`src/rtl/rr_arbiter_pkg.sv`:
```
// rr_arbiter_pkg
//   Shared definitions for the round-robin arbiter slice.
//   - gpreg    : default payload type carried on the decoupled ports
//   - wrap_inc : modulo-n increment used for rotating scan start points
package rr_arbiter_pkg;

  typedef logic [31:0] gpreg;

  // Next index after v in a ring of n entries.
  // Written as a compare instead of %, so it stays cheap for any n.
  function automatic int wrap_inc(input int v, input int n);
    return (v + 1 >= n) ? 0 : v + 1;
  endfunction

endpackage

```
`src/rtl/rr_pick.sv`:
```
// rr_pick
//   Combinational rotating priority encoder. It scans valid[start],
//   valid[start+1], ... modulo N and reports the first set bit.
//   Ports:
//     valid [N]         candidate vector
//     start [clog2(N)]  index checked first
//     found             at least one candidate is set
//     idx   [clog2(N)]  first set index at or after start (0 when !found)
module rr_pick #(
  parameter int N = 2
) (
  input  logic [N-1:0]         valid,
  input  logic [$clog2(N)-1:0] start,
  output logic                 found,
  output logic [$clog2(N)-1:0] idx
);

  localparam int IW = $clog2(N);

  // The !found guard keeps the earliest hit in scan order. The modulo
  // keeps every candidate index below N, even for non-power-of-two N.
  always_comb begin
    found = 1'b0;
    idx   = '0;
    for (int k = 0; k < N; k++) begin
      logic [IW-1:0] cand;
      cand = IW'((int'(start) + k) % N);
      if (!found && valid[cand]) begin
        found = 1'b1;
        idx   = cand;
      end
    end
  end

endmodule

```
`src/rtl/rr_arbiter.sv`:
```
// rr_arbiter
//   Round-robin arbiter. It shares one decoupled sink among N decoupled
//   requesters with zero latency. The grant is held while the sink
//   stalls. An optional burst mode lets one winner keep the grant for up
//   to BURST consecutive beats.
//   Ports:
//     clk, rst      clock; synchronous active-high reset
//     req_valid[N]  requester valid
//     req_ready[N]  requester ready (at most one high per cycle)
//     req_data[N]   requester payload
//     out_valid     sink valid (OR of all requester valids)
//     out_ready     sink ready
//     out_data      payload of the selected requester
//     flush         clears arbitration state, like rst
//     grant_idx     selected index; meaningful only while out_valid
module rr_arbiter
  import rr_arbiter_pkg::*;
#(
  parameter type Data  = gpreg,
  parameter int  N     = 2,
  parameter int  BURST = 1
) (
  input  logic                 clk,
  input  logic                 rst,
  input  logic [N-1:0]         req_valid,
  output logic [N-1:0]         req_ready,
  input  Data                  req_data [N],
  output logic                 out_valid,
  input  logic                 out_ready,
  output Data                  out_data,
  input  logic                 flush,
  output logic [$clog2(N)-1:0] grant_idx
);

  localparam int IW = $clog2(N);
  localparam int BW = $clog2(BURST + 1);

  if (N < 2) begin : g_bad_n
    $error("rr_arbiter: N must be at least 2");
  end
  if (BURST < 1) begin : g_bad_burst
    $error("rr_arbiter: BURST must be at least 1");
  end

  logic [IW-1:0] ptr;
  logic          hold;
  logic [IW-1:0] owner;
  logic [BW-1:0] beats;

  logic          owner_live;
  logic [IW-1:0] scan_start;
  logic          pick_found;
  logic [IW-1:0] pick_idx;
  logic [IW-1:0] sel;
  logic [BW-1:0] cur_beats;

  // A pinned owner that dropped valid loses its pin at once. The scan
  // then restarts just past that owner, not past the last winner.
  assign owner_live = hold && req_valid[owner];
  assign scan_start = hold ? IW'(wrap_inc(int'(owner), N))
                           : IW'(wrap_inc(int'(ptr), N));

  rr_pick #(.N(N)) u_pick (
    .valid (req_valid),
    .start (scan_start),
    .found (pick_found),
    .idx   (pick_idx)
  );

  assign sel       = owner_live ? owner : pick_idx;
  assign out_valid = owner_live || pick_found;
  assign out_data  = req_data[sel];
  assign grant_idx = sel;

  // The beat count belongs to the live owner only. A requester that
  // takes over from a dropped owner starts a fresh burst.
  assign cur_beats = owner_live ? beats : '0;

  always_comb begin
    req_ready = '0;
    if (out_valid && out_ready) req_ready[sel] = 1'b1;
  end

  // Order of updates: flush/reset, then stall (pin the grant), then a
  // handshake (extend or end the burst), then release of a dropped
  // owner. With no request and no pin, the state stays unchanged.
  always_ff @(posedge clk) begin
    if (rst || flush) begin
      ptr   <= IW'(N - 1);
      hold  <= 1'b0;
      owner <= '0;
      beats <= '0;
    end else if (out_valid && !out_ready) begin
      hold  <= 1'b1;
      owner <= sel;
      beats <= cur_beats;
    end else if (out_valid) begin
      if (int'(cur_beats) + 1 < BURST) begin
        hold  <= 1'b1;
        owner <= sel;
        beats <= cur_beats + BW'(1);
      end else begin
        hold  <= 1'b0;
        beats <= '0;
        ptr   <= sel;
      end
    end else if (hold) begin
      hold  <= 1'b0;
      beats <= '0;
      ptr   <= owner;
    end
  end

endmodule

```
`config.mk`:
```
export PLATFORM = sky130hd
export DESIGN_NAME = rr_arbiter
export DESIGN_NICKNAME = d
export VERILOG_FILES = /design/src/rtl/rr_arbiter_pkg.sv /design/src/rtl/rr_pick.sv /design/src/rtl/rr_arbiter.sv
export SDC_FILE = /design/constraint.sdc
export NUM_CORES = 1
export LEC_CHECK = 0
export ABC_CLOCK_PERIOD_IN_PS = 1700
export CELL_PAD_IN_SITES_DETAIL_PLACEMENT = 0
export CELL_PAD_IN_SITES_GLOBAL_PLACEMENT = 1
export CORE_MARGIN = 3
export CORE_UTILIZATION = 39
export DETAILED_ROUTE_END_ITERATION = 8
export DONT_BUFFER_PORTS = 1
export PLACE_DENSITY = 0.8
export SYNTH_ARGS = -nofsm -noshare
export SYNTH_HDL_FRONTEND = slang
export SYNTH_SLANG_ARGS = --single-unit
```
`constraint.sdc`:
```
create_clock -name clk -period 1.7 [get_ports clk]
set_clock_uncertainty 0.05 [all_clocks]
set_input_delay 0.425 -clock clk [delete_from_list [all_inputs] [get_ports clk]]
set_output_delay 0.425 -clock clk [all_outputs]
set_load 0.005 [all_outputs]
```
==> metrics.yaml <==
status:
  outcome: "complete, but fails checks"
  violations: "negative setup slack"
die:
  core_area_mm2: 0.00283
  rows: 19
  dieArea_mm2: 0.00372
  initial_core_util_pct: 41.7
  io_pins: 106
  die_y_um: 61.0
  fp.dieW_um: 61.0
synthesis:
  ys_seq_elements: 3
  synth_cell_types: 24
  synth.largest_area_cell: "a22oi_1"
  synth_area_mm2: 0.00118
  postSynth.asyncResetShare_pct: 0
  syn_nets: 256
  synth_top_area_share_pct: 20.4
  netlist_top_cells_area: "a22oi_1 (20%), o211ai_1 (20%), nand4_1 (17%)"
  synth_edf_count: 0
  synth-seq-area-share_pct: 5.10
  ys_warn_count: 0
  syn_inst: 186
  avgSynthCellArea_um2: 6.34
  synthFlopType: "dfxtp_1"
  yosysMostFrequentCell: "nand3_1"
  netlist_top_cells_count: "nand3_1 (33), a22oi_1 (32), nand4_1 (32), o211ai_1 (32), clkbuf_1 (16)"
layout:
  register_area_um2: 71.3
  drive_gt1_share_pct: 18.8
  fin_nets: 247
  num-fill-cells: 293
  multi_input_area_mm2: 0.00104
  areaGrowthSynthToFinish_pct: 18.3
  layout.cells.non_filler: 207
  n_antenna_cell: 0
pwr:
  power.density_mw_per_mm2: 374
  leakage_uw: 0.000469
  power.total_uw: 522
  peakVddDrop_v: 0.000251
sta:
  finalSetupTns_ns: -0.207
  rsz0062_at_grt: "true"
  finalMaxSlewViolations: 0
  hold_viol: 0
  worst_slack_ns: -0.0273
  period_needed_ns: 1.73
  relSlewSlack_pct: 69.2
  timing.fmax_ghz: 0.579
  period_share_pct: 102
  worst_slew_pin_slew_ns: 0.461
  setup_viol: 23
cts:
  clock_latency_ns: 0.24
  htreeDepth: 1
  cts.clk_slew.worst_paths_ns: 0.04
  numClockSinks: 3
  cts_hold_buf: 0
  cts_made_buffers: 3
  cts_buffer_depth: 2
  cts.root.buffer_cell: "clkbuf_4"
  cts_tree: "yes"
global_route:
  grt-ovfl-total: 0
  grt_pass1_vias: 1470
  grt_usage_pct: 24.0
  grt_max_degree: 45
  grt_pass1_wl_um: 6710
  antenna_found_initial: 0
routing:
  ant_nets: 0
  post_drt_wl_per_cell_um: 23.8
  finalWirelength_um: 4930
  drc: 0
  avgViaCountPerCell: 8.08
  first_pass_iters: 4
  vias: 1672
  drtIter0Drc: 130
setup_path:
  reg2reg_setup_slack_ns: 0.40
  timing.rr.end: "ptr$_SDFFE_PP1P_"
  regToRegStartpoint: "hold$_SDFF_PP0_"
  worstPathRequired_ns: 1.22
  crit_arrival_ns: 1.25
  path_max_fanout: 6
  r2r_cells: 3
  worst_setup_path_start_kind: "flip-flop"
  crit_path_end_kind: "output pin"
  critPathKind: "reg -> out"
placement:
  portBuffers: 0
  dp_worst_setup_slack_ns: -0.488
  dpl.hpwl_um: 2950
  dpl.cell_count: 195
  gp_congestion: 0.705
min_path:
  min_path_type: "in -> reg"
  hold_end: "hold$_SDFF_PP0_"
  min_path_cells: 1
  hp-start: "rst"
job:
  cap_violations: 0
==> worst max path at each step <==
| stage | from | end | slack (ns) | cells after the start |
|---|---|---|---|---|
| 6_report | hold$_SDFF_PP0_ | req_ready[1] | -0.03 | 3 |
| 5_1_grt | hold$_SDFF_PP0_ | req_ready[1] | -0.12 | 3 |
| 4_1_cts | hold$_SDFF_PP0_ | out_data[6] | -0.02 | 4 |
| 3_5_place_dp | req_valid[1] | out_data[9] | -0.49 | 3 |
| 3_3_place_gp | req_valid[1] | out_data[14] | -0.39 | 3 |
| 2_1_floorplan | hold$_SDFF_PP0_ | out_data[0] | 0.14 | 5 |
==> power breakdown <==
part	switching [uW]	internal (uW)
combinational	176	144
sequential	4.20	70.9
clock	39.2	88.1
total	219	303
==> area by class of cell <==
type | count | area share [%]
Timing Repair Buffer | 16 | 14.5
Tap cell | 31 | 2.78
Inverter | 3 | 0.808
Clock buffer | 4 | 1.89
Sequential cell | 3 | 5.12
Multi-Input combinational cell | 150 | 74.9
==> per-layer routing <==
layer | vias up | wire, um | track usage, % | share of wire (%)
met3 | 13 | 424 | 2.98 | 8.6
met2 | 123 | 2510 | 43.2 | 51
met1 | 781 | 1900 | 28.8 | 38
met5 | - | 0 | 0 | 0
met4 | 0 | 92 | 8.67 | 1.9
li1 | 755 | - | - | -
==> placed cells by master (no fill, tap or decap), drive strengths merged <==
cell / n
nand3: 33
o211ai: 32
nand4: 32
a22oi: 32
buf: 15
nor2b: 5
clkbuf: 5
inv: 3
dfxtp: 3
o21ai: 3
nand2b: 2
a311o: 2
nor2: 2
and2: 1
a21oi: 1
and3: 1
o311a: 1
nor4: 1
nand2: 1
a31oi: 1
==> through the flow <==
| step | util [%] | cell area, um^2 | hold WS (ns) |
|---|---|---|---|
| 2_1_floorplan | - | 1180 | 0.451 |
| 3_3_place_gp | 41.8 | 1180 | 0.454 |
| 3_5_place_dp | 41.8 | 1180 | 0.466 |
| 4_1_cts | 46.5 | 1320 | 0.206 |
| 5_1_grt | 49.3 | 1390 | 0.197 |
| 6_report | 49.3 | 1390 | 0.213 |
==> cells by family after synthesis <==
| family | after synthesis | synth area share, % |
|---|---|---|
| compound gates | 72 | 45.5 |
| buf+inv | 34 | 12.4 |
| flops | 3 | 5.10 |
| simple gates | 77 | 36.9 |
==> sequential cells by signal (all words and copies together), names as in the netlist <==
register,flops
hold,1
owner,1
ptr,1
==> worst max-delay path, stage by stage, from the launching register on <==
cell	delay, ns
dfxtp_4	0.36
nor2b_4	0.15
o21ai_1	0.28
and3_1	0.22
==> timing repair <==
action,CTS,global route
gates resized for setup,17,8
gates cloned,4,2
pin swaps,0,4
setup endpoints to repair,35,35
setup buffers,0,2
Note: power is estimated with default switching activity, not from simulation.
